File: config.mk
export PLATFORM = sky130hd
export DESIGN_NAME = if_id_decode
export DESIGN_NICKNAME = d
export VERILOG_FILES = /design/src/rtl/mips_pkg.sv /design/src/rtl/hazard_detect.sv /design/src/rtl/if_id_decode.sv
export SDC_FILE = /design/constraint.sdc
export NUM_CORES = 1
export LEC_CHECK = 0
export ABC_AREA = 1
export BUFFER_PORTS_ARGS = -buffer_cell sky130_fd_sc_hd__clkbuf_2
export CORE_ASPECT_RATIO = 1.4
export CORE_MARGIN = 4
export CORE_UTILIZATION = 44
export CTS_CLUSTER_SIZE = 8
export DETAILED_ROUTE_END_ITERATION = 6
export PLACE_DENSITY = 0.8
export SLEW_MARGIN = 10
export SYNTH_ARGS = -nofsm -noshare
export SYNTH_HDL_FRONTEND = slang
export SYNTH_HIERARCHICAL = 1
export SYNTH_SLANG_ARGS = --single-unit
File: constraint.sdc
create_clock -name clk -period 1.9 [get_ports clk]
set_input_delay 0 -clock clk [delete_from_list [all_inputs] [get_ports clk]]
set_output_delay 0 -clock clk [all_outputs]
set_load 0.01 [all_outputs]
File: src/rtl/mips_pkg.sv
// rtl/mips_pkg.sv - shared MIPS opcode constants and field widths
package mips_pkg;

    localparam int REG_W = 5;
    localparam int OP_W  = 6;

    localparam logic [OP_W-1:0] OP_RTYPE = 6'h00;
    localparam logic [OP_W-1:0] OP_BEQ   = 6'h04;
    localparam logic [OP_W-1:0] OP_BNE   = 6'h05;
    localparam logic [OP_W-1:0] OP_ADDI  = 6'h08;
    localparam logic [OP_W-1:0] OP_LW    = 6'h23;
    localparam logic [OP_W-1:0] OP_SW    = 6'h2B;

    // sll $0,$0,0
    localparam logic [31:0] NOP_WORD = 32'h0000_0000;

endpackage

File: src/rtl/hazard_detect.sv
// rtl/hazard_detect.sv - load-use hazard detection for the ID stage
module hazard_detect
    import mips_pkg::*;
(
    input  logic             id_valid,
    input  logic [OP_W-1:0]  id_opcode,
    input  logic [REG_W-1:0] id_rs,
    input  logic [REG_W-1:0] id_rt,
    input  logic             ex_valid,
    input  logic             ex_memread,
    input  logic [REG_W-1:0] ex_rt,
    input  logic             flush,
    output logic             stall
);

    logic uses_rt;
    logic rs_hit;
    logic rt_hit;

    // rt is a source only for R-type, branches and stores; elsewhere it is a destination
    always_comb begin
        uses_rt = 1'b0;
        case (id_opcode)
            OP_RTYPE, OP_BEQ, OP_BNE, OP_SW: uses_rt = 1'b1;
            default:                         uses_rt = 1'b0;
        endcase
    end

    assign rs_hit = (ex_rt == id_rs);
    assign rt_hit = uses_rt && (ex_rt == id_rt);

    // A wrong-path instruction in ID must never hold up fetch
    assign stall = !flush && id_valid && ex_valid && ex_memread
                   && (ex_rt != '0) && (rs_hit || rt_hit);

endmodule

File: src/rtl/if_id_decode.sv
// rtl/if_id_decode.sv - IF/ID pipeline register with field split and load-use stall
module if_id_decode
    import mips_pkg::*;
#(
    parameter int               XLEN     = 32,
    parameter logic [XLEN-1:0]  NOP_WORD = mips_pkg::NOP_WORD,
    parameter int               SCNT_W   = 16
) (
    input  logic              clk,
    input  logic              reset,
    input  logic              if_valid,
    input  logic [XLEN-1:0]   if_pc_plus4,
    input  logic [XLEN-1:0]   if_instr,
    input  logic              flush,
    input  logic              ex_valid,
    input  logic              ex_memread,
    input  logic [REG_W-1:0]  ex_rt,
    output logic              stall,
    output logic              id_valid,
    output logic [XLEN-1:0]   id_pc_plus4,
    output logic [XLEN-1:0]   id_instr,
    output logic [OP_W-1:0]   id_opcode,
    output logic [REG_W-1:0]  id_rs,
    output logic [REG_W-1:0]  id_rt,
    output logic [REG_W-1:0]  id_rd,
    output logic [REG_W-1:0]  id_shamt,
    output logic [5:0]        id_funct,
    output logic [15:0]       id_immediate,
    output logic [25:0]       id_jindex,
    output logic [SCNT_W-1:0] stall_count
);

    assign id_opcode    = id_instr[31:26];
    assign id_rs        = id_instr[25:21];
    assign id_rt        = id_instr[20:16];
    assign id_rd        = id_instr[15:11];
    assign id_shamt     = id_instr[10:6];
    assign id_funct     = id_instr[5:0];
    assign id_immediate = id_instr[15:0];
    assign id_jindex    = id_instr[25:0];

    hazard_detect u_hazard_detect (
        .id_valid   (id_valid),
        .id_opcode  (id_opcode),
        .id_rs      (id_rs),
        .id_rt      (id_rt),
        .ex_valid   (ex_valid),
        .ex_memread (ex_memread),
        .ex_rt      (ex_rt),
        .flush      (flush),
        .stall      (stall)
    );

    always_ff @(posedge clk) begin
        if (reset) begin
            id_valid    <= 1'b0;
            id_instr    <= NOP_WORD;
            id_pc_plus4 <= '0;
        end else if (flush) begin
            id_valid    <= 1'b0;
            id_instr    <= NOP_WORD;
            id_pc_plus4 <= '0;
        end else if (!stall) begin
            id_valid    <= if_valid;
            id_instr    <= if_valid ? if_instr : NOP_WORD;
            id_pc_plus4 <= if_pc_plus4;
        end
    end

    always_ff @(posedge clk) begin
        if (reset) begin
            stall_count <= '0;
        end else if (stall && (stall_count != {SCNT_W{1'b1}})) begin
            stall_count <= stall_count + 1'b1;
        end
    end

endmodule

Word-level counts from Yosys, hierarchy flattened:

Index checks and enable logic that the tools add are counted.

* bits in registers: 81
* input port bits: 75
* output and inout port bits: 156
* word-level logic and storage cells: 26

* add/subtract/negate cells: 1
* eq/ne operators: 6
* multiplexer cells: 2
* reductions and logical operators: 13

Operators by type and width (number)
* 2-to-1 mux 32 bit: 1
* adder 16 x 1 -> 16 bit, second input constant: 1
* inequality test 16 bit, second input constant: 1
* equality test 6 x 3 -> 1 bit, second input constant: 2
* equality test 5 bit: 2
* logical AND 1 bit: 7
* equality test 6 bit, second input constant: 1
* logical NOT 6 bit: 1
* nonzero test 5 bit: 1
* OR reduction 4 bit: 1
* OR reduction 2 bit: 1
* logical NOT 1 bit: 1
* logical OR 1 bit: 1
* 2-to-1 mux 1 bit: 1

Longest topological paths before layout:

Gate-level depths: netlist of the first run.

* word-level depth: 7
* gate-level depth with buffers: 17
* depth with buffers taken out: 16

By module:

The synthesis of the first run kept the hierarchy.

By module, submodules not included
* if_id_decode: instances 1, cells each 512, area an instance 3706.1 sq um, sequential area each 1621.6 sq um
* hazard_detect: instances 1, cells each 68, area an instance 266.5 sq um, sequential area each 0.0 sq um

Worst setup path after synthesis of the first run:

Ideal clock, no wire load.

* path kind: register to register
* start: reg id_instr[22]
* end: reg stall_count[12]
* library setup time: 0.117 ns
* arrival time: 1.782 ns
* data required time: 1.783 ns
* path slack: 0.001 ns
* stages on the path, launching flop included: 17
* buffers on the path: 1
* clock period less this slack: 1.899 ns
* cell sequence: dfxtp_1 inv_1 nand2_1 o21ai_0 nor2_1 nand2_1 nor2_1 nor2_1 nor2_1 buf_2 nand2_1 inv_1 nand2_2 nor2_2 nand2_1 nor3_1 nor2_1

* word-level cells in the longest chain between the ends: 4

Ends and longest elaborated chain
* start, declared: RTL line if_id_decode.sv:21 `output logic [XLEN-1:0] id_instr,`
* start signal, assigned: RTL line if_id_decode.sv:65 `id_instr <= if_valid ? if_instr : NOP_WORD;`
* equality test 5 bit: RTL line hazard_detect.sv:29 `assign rs_hit = (ex_rt == id_rs);`
* logical OR 1 bit: RTL line hazard_detect.sv:34 `&& (ex_rt != '0) && (rs_hit || rt_hit);`
* logical AND 1 bit: RTL line hazard_detect.sv:34
* named net stall: RTL line if_id_decode.sv:18 `output logic stall,`
* logical AND 1 bit: RTL line if_id_decode.sv:73 `end else if (stall && (stall_count != {SCNT_W{1'b1}})) begin`
* end signal, assigned: RTL line if_id_decode.sv:74 `stall_count <= stall_count + 1'b1;`
* end, declared: RTL line if_id_decode.sv:30 `output logic [SCNT_W-1:0] stall_count`

The timed path passes the listed nets, and every way through them passes these cells.
A chain may end at the register's enable or synchronous reset.

Worst setup path in the final report of the first run:

* start: reg id_instr[26]
* end: reg stall_count[9]

* word-level cells in the longest chain between the ends: 7
* elaborated cells on any way between the ends: 10
* classes of those cells: 3 x eq/ne; 1 x mux; 6 x reduce/logical

Ends and longest elaborated chain
* equality test 6 x 3 -> 1 bit (tied with other cells): RTL line hazard_detect.sv:23 `case (id_opcode)`
* OR reduction 4 bit *: RTL line hazard_detect.sv:23
* 2-to-1 mux 1 bit *: RTL line hazard_detect.sv:23
* logical AND 1 bit *: RTL line hazard_detect.sv:30 `assign rt_hit = uses_rt && (ex_rt == id_rt);`
* logical OR 1 bit *: RTL line hazard_detect.sv:34
* logical AND 1 bit *: RTL line hazard_detect.sv:34
* logical AND 1 bit *: RTL line if_id_decode.sv:73

Mark *: on every way between the ends. The rest lies on a longest branch, timed or not.

==> results of run 1 <==
[sequential cells by signal, indices dropped and copies added (netlist names)]
register,flops
id_valid,1
stall_count,16
id_instr,32
id_pc_plus4,32
[metrics by stage]
| stage | utilization [%] | TNS, ps | hold WS (ps) | power [mW] | cells |
|---|---|---|---|---|---|
| 6_report | 68.62 | -14.71 | 253.0 | 3.938 | 927 |
| 5_1_grt | 68.59 | -939.7 | 246.0 | 4.082 | 926 |
| 4_1_cts | 65.37 | 0 | 210.0 | 3.945 | 918 |
| 3_5_place_dp | 54.47 | 0 | 237.9 | 2.188 | 837 |
| 3_3_place_gp | 54.47 | 0 | 233.0 | 2.181 | 837 |
| 2_1_floorplan | - | 0 | 142.7 | 2.030 | 580 |
[logic make-up (layout without fill, tap and decap cells)]
kind of cell / after synthesis / after routing / share of synthesized area [%]
compound gates: 78 / 78 / 9.827
fa+ha+maj: 1 / 1 / 0.3149
buf+inv: 133 / 374 / 20.16
flops: 81 / 81 / 40.82
other cells: 0 / 1 / 0
simple gates: 287 / 287 / 28.88
[worst paths after layout]
| check | end | slack (ps) | cells past startpoint |
|---|---|---|---|
| setup / recovery | stall_count[9] | -10 | 15 |
| setup reg to reg | stall_count[9] | -10 | 15 |
| hold / removal | stall_count[4] | 250 | 4 |
| hold reg to reg | id_pc_plus4[20] | 450 | 2 |
[layer usage]
metal,track usage [%],routed length (um),up-vias
met1,23.60,4541,2105
met5,0,0,-
met2,44.85,7611,262
met3,4.363,1119,62
met4,14.56,730,0
li1,-,-,2209
[placed cells by master (no fill, tap or decap)]
cell           instances
nor2_4                 9
nand3_1                9
buf_4                 22
nor3_4                 1
inv_1                 25
nor2_2                12
buf_8                  1
nor3_1                 1
nand2_1              197
clkbuf_1               3
diode_2                1
clkinv_2               1
inv_2                  9
inv_8                  1
clkinvlp_4             1
a21oi_1               75
ha_1                   1
nand4_2                1
clkbuf_16             10
or2_4                  1
dlygate4sd3_1         65
o21ai_0                3
nand2_4                1
nand3_4                1
nor3_2                 1
nand4_1                2
clkbuf_2             229
nand3_2                4
nand2_2               12
dfxtp_2                9
nor2_1                35
buf_12                 2
dfxtp_1               72
bufinv_16              1
buf_6                  4
[final cells by class]
type	instances	area, um^2
well taps	105	131.4
multi-input cells	366	1704
flip-flops and latches	81	1633
fillers	698	2733
clock buffers	12	236.5
repair buffers	324	2087
clock inverters	3	42.54
inverters	35	138.9
diodes	1	2.502
[worst min-delay path, cell delays in order]
cell	delay, ps
clkbuf_2	110
inv_1	250
nand2_1	150
nor2_1	30
[repair_timing]
| item | in CTS | in global routing |
|---|---|---|
| setup buffers | 1 | 6 |
| pin swaps | 1 | 20 |
| setup endpoints to repair | 1 | 78 |
| gates cloned | 0 | 2 |
| hold buffers | 65 | 0 |
| endpoints found under the hold margin | 65 | 0 |
| gates resized for setup | 3 | 65 |
[where the power goes]
group	leakage, nW	switching, mW	internal, mW
Sequential	0.664	0.0360	1.75
Combinational	2.19	0.243	0.253
Clock	0.133	0.649	1.01
==> impl_metrics.csv, run 1 <==
group,metric,value,unit
sta,relSlewSlack,50.33,%
grt,grt_pass1_wl,20220,um
grt,overflow,0,
grt,grtUsageTotal,24.04,%
placed_design,port_buffers,230,
synth,synth_edf_count,0,
die,ioPinCount,231,
die,fp.coreArea,8708,um^2
synth,synth_area_per_cell,6.849,um^2
setup_path,critPathMaxStageDelay,350,ps
run,drv_cap,0,
final_layout,syn_to_final_growth,50.43,%
synth,yosys_warnings,6,
setup_path,worst_ep_required_time,2120,ps
cts,cts_htree_levels,3,
sta,finalWorstPathRequiredPeriod,1915,ps
drt,num_vias,4638,
power_and_ir_drop,p_leak,2.988,nW
grt,antenna_found_initial,0,
die,die_h,120.4,um
sta,tightest_slew,745.1,ps
setup_path,cp_max_fo,5,
synth,yosysMostFrequentCell,"nand2_1",
placed_design,pre_cts_ws,18.30,ps
cts,insertion_delay,330,ps
die,rows,40,
worst_hold_path,hp-class,"primary input to register",
synth,ys_types,21,
synth,async_flop_share,0,%
sta,finalHoldViolations,0,
setup_path,startpoint,"id_instr[26]",
final_layout,drive_above_1_share,40.56,%
synth,synth.area.top_cells,"dfxtp_1 41%, nand2_1 20%, buf_4 14%",
setup_path,crit_path_start_kind,"register",
cts,cts_tree,"built",
cts,numCtsBuffers,9,
grt,grt_max_degree,66,
synth,syn_nets,656,
drt,post_drt_wl_per_cell,15.10,um
sta,fmax,0.5223,GHz
final_layout,layout.nets,893,
grt,grt_pass1_vias,4355,
setup_path,cpMaxStageDelayCell,"dfxtp_2",
drt,drc,0,
setup_path,end_kind,"register",
power_and_ir_drop,ir_drop,0.6569,mV
setup_path,cp_cell_sequence,"inv_1 -> nor2_1 -> nand2_1 -> nand2_1 -> nand3_1 -> nor2_2 -> nor2_2 -> nor2_4 -> buf_6 -> buf_6 -> nand3_4 -> nor2_4 -> nand3_2 -> nand2_2 -> nor2_2",
final_layout,fin_area,5976,um^2
drt,firstDrtPassIters,7,
setup_path,crit_arrival,2130,ps
drt,ant_nets,0,
setup_path,path_common_cell,"nor2_2",
cts,cts.sinks,81,
synth,syn_area,3973,um^2
die,die_area,10630,um^2
synth,synth_seq_cells,81,
setup_path,path_buf_inv,3,
power_and_ir_drop,power_density,659.0,nW/um^2
sta,min_period_over_period,100.8,%
placed_design,post-dp-hpwl,9017,um
synth,ys.flop_type,"dfxtp_1",
cts,clk_pin_slew,60,ps
setup_path,timing.rr.start,"id_instr[26]",
sta,timing.final.ws_setup,-14.71,ps
worst_hold_path,hp-start,"reset",
run_status,status,"complete, but fails checks",
setup_path,critical_path_class,"register to register",
placed_design,place.gp.congestion,0.9114,
cts,max-clock-path-buffers,2,
sta,rsz0062_at_grt,"true",
setup_path,path_delay_family,"simple AND/OR/NAND/NOR gates",
synth,netlist_instances,580,
synth,yosys-top-cells-count,"207 x nand2_1, 81 x dfxtp_1, 75 x a21oi_1",
die,die_w,88.31,um
sta,fin_worst_skew,8.921,ps
drt,drt_iter0_drc,264,
placed_design,post_dp_cell_area,4743,um^2
drt,vias_per_cell,5.003,
run_status,violations,"negative setup slack",
sta,finalMaxSlewViolations,0,
sta,setup_viol,1,
die,start_util,45.62,%
synth,synth-seq-area-share,40.82,%
synth,netlist.area_leader.share,40.82,%
drt,wl,14000,um
synth,yosys.area.top_type,"dfxtp_1",
cts,cts-root-buf,"clkbuf_16",
No activity file was read; power rests on OpenSTA's default activity.
==> run 2, diff against run 1 <==
Settings changed: RECOVER_POWER set to 50.
==> run 2 against run 1 <==
Net effect:
- the flow still finishes with violations (negative setup slack)
- sequential share of layout area grew 0.63 points
- utilization shrank 1.5 points
- cell count is the same
- clock power is essentially flat
- hold slack gained 1.5 ps
- combinational power shrank 3%
- largest cell class unchanged
==> impl_metrics.csv, run 2 (synthesis gave the netlist of run 1 again) <==
group,metric,value,unit
die,die_area,10630,um^2
setup_path,cp_cell_sequence,"inv_1 -> nor2_1 -> nand2_1 -> nand2_1 -> nand3_1 -> nor2_2 -> nor2_2 -> nor2_4 -> buf_6 -> buf_6 -> nand3_4 -> nor2_4 -> nand3_2 -> nand2_2 -> nor2_2",
drt,num_vias,4631,
setup_path,reg2reg_to,"stall_count[9]",
final_layout,layout.nets,893,
sta,relSlewSlack,51.67,%
setup_path,reg2reg_depth,15,
sta,rsz0062_at_grt,"true",
setup_path,r2r_slack,-20,ps
die,start_util,45.62,%
grt,grt_pass1_wl,20220,um
setup_path,worst_ep_required_time,2120,ps
setup_path,timing.rr.start,"id_instr[26]",
setup_path,crit_path_start_kind,"register",
power_and_ir_drop,power_switching,935.9,uW
placed_design,port_buffers,230,
run_status,status,"complete, but fails checks",
final_layout,drive_above_1_share,27.53,%
setup_path,cpMaxStageDelayCell,"dfxtp_2",
drt,drc,0,
sta,fmax,0.5211,GHz
sta,timing.final.ws_setup,-19.12,ps
setup_path,crit_arrival,2140,ps
power_and_ir_drop,p_leak,2.625,nW
setup_path,cp_max_fo,5,
grt,overflow,0,
worst_hold_path,hp-class,"primary input to register",
cts,max-clock-path-buffers,2,
power_and_ir_drop,power_density,672.7,nW/um^2
drt,firstDrtPassIters,6,
grt,grt_pass1_vias,4355,
sta,setup_viol,1,
sta,fin_worst_skew,9.167,ps
run_status,violations,"negative setup slack",
die,rows,40,
cts,cts_tree,"built",
die,die_w,88.31,um
setup_path,critPathMaxStageDelay,350,ps
sta,finalMaxSlewViolations,0,
power_and_ir_drop,comb_power_share,12.2,%
cts,cts.sinks,81,
final_layout,final_cell_mix,"197 x nand2_1, 122 x clkbuf_2, 110 x clkbuf_1",
cts,clk_pin_slew,60,ps
die,fp.coreArea,8708,um^2
power_and_ir_drop,internal_power,2.994,mW
final_layout,utilization,67.08,%
drt,vias_per_cell,4.996,
cts,cts-root-buf,"clkbuf_16",
cts,cts_htree_levels,3,
run,drv_cap,0,
die,ioPinCount,231,
setup_path,path_delay_family,"simple AND/OR/NAND/NOR gates",
power_and_ir_drop,ir_drop,0.6589,mV
worst_hold_path,hold_depth,4,
setup_path,path_buf_inv,3,
grt,antenna_found_initial,0,
final_layout,top_regs,"id_instr x32, id_pc_plus4 x32, stall_count x16",
sta,finalWorstPathRequiredPeriod,1919,ps
drt,drt_iter0_drc,258,
grt,grtUsageTotal,24.04,%
placed_design,pre_cts_ws,18.30,ps
setup_path,path_common_cell,"nor2_2",
final_layout,layout_commonest_cell,"nand2_1",
power_and_ir_drop,p_sw_share,23.82,%
setup_path,end_kind,"register",
power_and_ir_drop,p_total,3.930,mW
power_and_ir_drop,clkPwrFrac,42.4,%
placed_design,place.gp.congestion,0.9114,
sta,finalHoldViolations,0,
drt,ant_nets,0,
setup_path,critical_path_class,"register to register",
drt,wl,14090,um
sta,tightest_slew,724.9,ps
cts,numCtsBuffers,9,
final_layout,syn_to_final_growth,47.06,%
power_and_ir_drop,pwr-share-seq,45.4,%
drt,post_drt_wl_per_cell,15.20,um
die,die_h,120.4,um
worst_hold_path,worstHoldEndpoint,"stall_count[4]",
cts,insertion_delay,330,ps
grt,grt_max_degree,66,
sta,min_period_over_period,101.0,%
placed_design,post-dp-hpwl,9017,um
worst_hold_path,hp-start,"reset",
-- run 2: cell counts in the layout (fill, tap and decap cells not counted) --
No cell type changed its count.
-- run 2: how the worst max path moves through the flow --
stage	startpoint	end	slack [ps]	depth (start not counted)
2_1_floorplan	id_instr[22]	stall_count[12]	0.9	16
3_3_place_gp	id_instr[22]	stall_count[12]	70	15
3_5_place_dp	id_instr[28]	stall_count[12]	20	15
4_1_cts	id_instr[22]	stall	0.4	10
5_1_grt	id_instr[26]	stall_count[9]	-130	15
6_report	id_instr[26]	stall_count[9]	-20	15
-- run 2: area by class of cell --
| class | instances | area, um^2 |
|---|---|---|
| sequential | 81 | 1633 |
| tap | 105 | 131.4 |
| antenna | 1 | 2.502 |
| clock inverter | 3 | 42.54 |
| fill | 783 | 2867 |
| timing repair buffer | 324 | 1953 |
| inverter | 35 | 138.9 |
| clock buffer | 12 | 236.5 |
| multi-input combinational | 366 | 1704 |
-- run 2: worst reg2reg max path, stage by stage (launching register included) --
cell	delay, ps
dfxtp_2	350
inv_1	50
nor2_1	90
nand2_1	60
nand2_1	50
nand3_1	90
nor2_2	120
nor2_2	60
nor2_4	190
buf_6	140
buf_6	100
nand3_4	130
nor2_4	170
nand3_2	100
nand2_2	80
nor2_2	40
-- run 2: stage by stage --
stage	instances	area (um^2)	TNS, ps	hold slack (ps)
finish	927	5842	-19.12	254.4
global route	926	5839	-938.3	246.0
CTS	918	5693	0	210.0
detailed placement	837	4743	0	237.9
global placement	837	4743	0	233.0
floorplan	580	3973	0	142.7
-- run 2: what timing repair did --
action	CTS	global route
pin swaps	1	20
hold endpoints to repair	65	0
hold buffers	65	0
setup endpoints to repair	1	78
gates resized for setup	3	65
buffers inserted	1	6
cloned	0	2
-- run 2: metal layers --
| metal | wire [um] | track usage, % | part of all wire [%] |
|---|---|---|---|
| met3 | 1160 | 4.363 | 8.2 |
| met1 | 4634 | 23.60 | 33 |
| met5 | 0 | 0 | 0 |
| met2 | 7593 | 44.85 | 54 |
| met4 | 707 | 14.56 | 5.0 |
-- run 2: power by group through the flow --
stage                     registers (mW)  clock network, mW  logic, mW
after floorplan                     1.84                  0      0.192
after global placement              1.82                  0      0.366
after detailed placement            1.82                  0      0.370
after CTS                           1.78               1.69      0.478
after global routing                1.79               1.76      0.521
final                               1.78               1.67      0.481
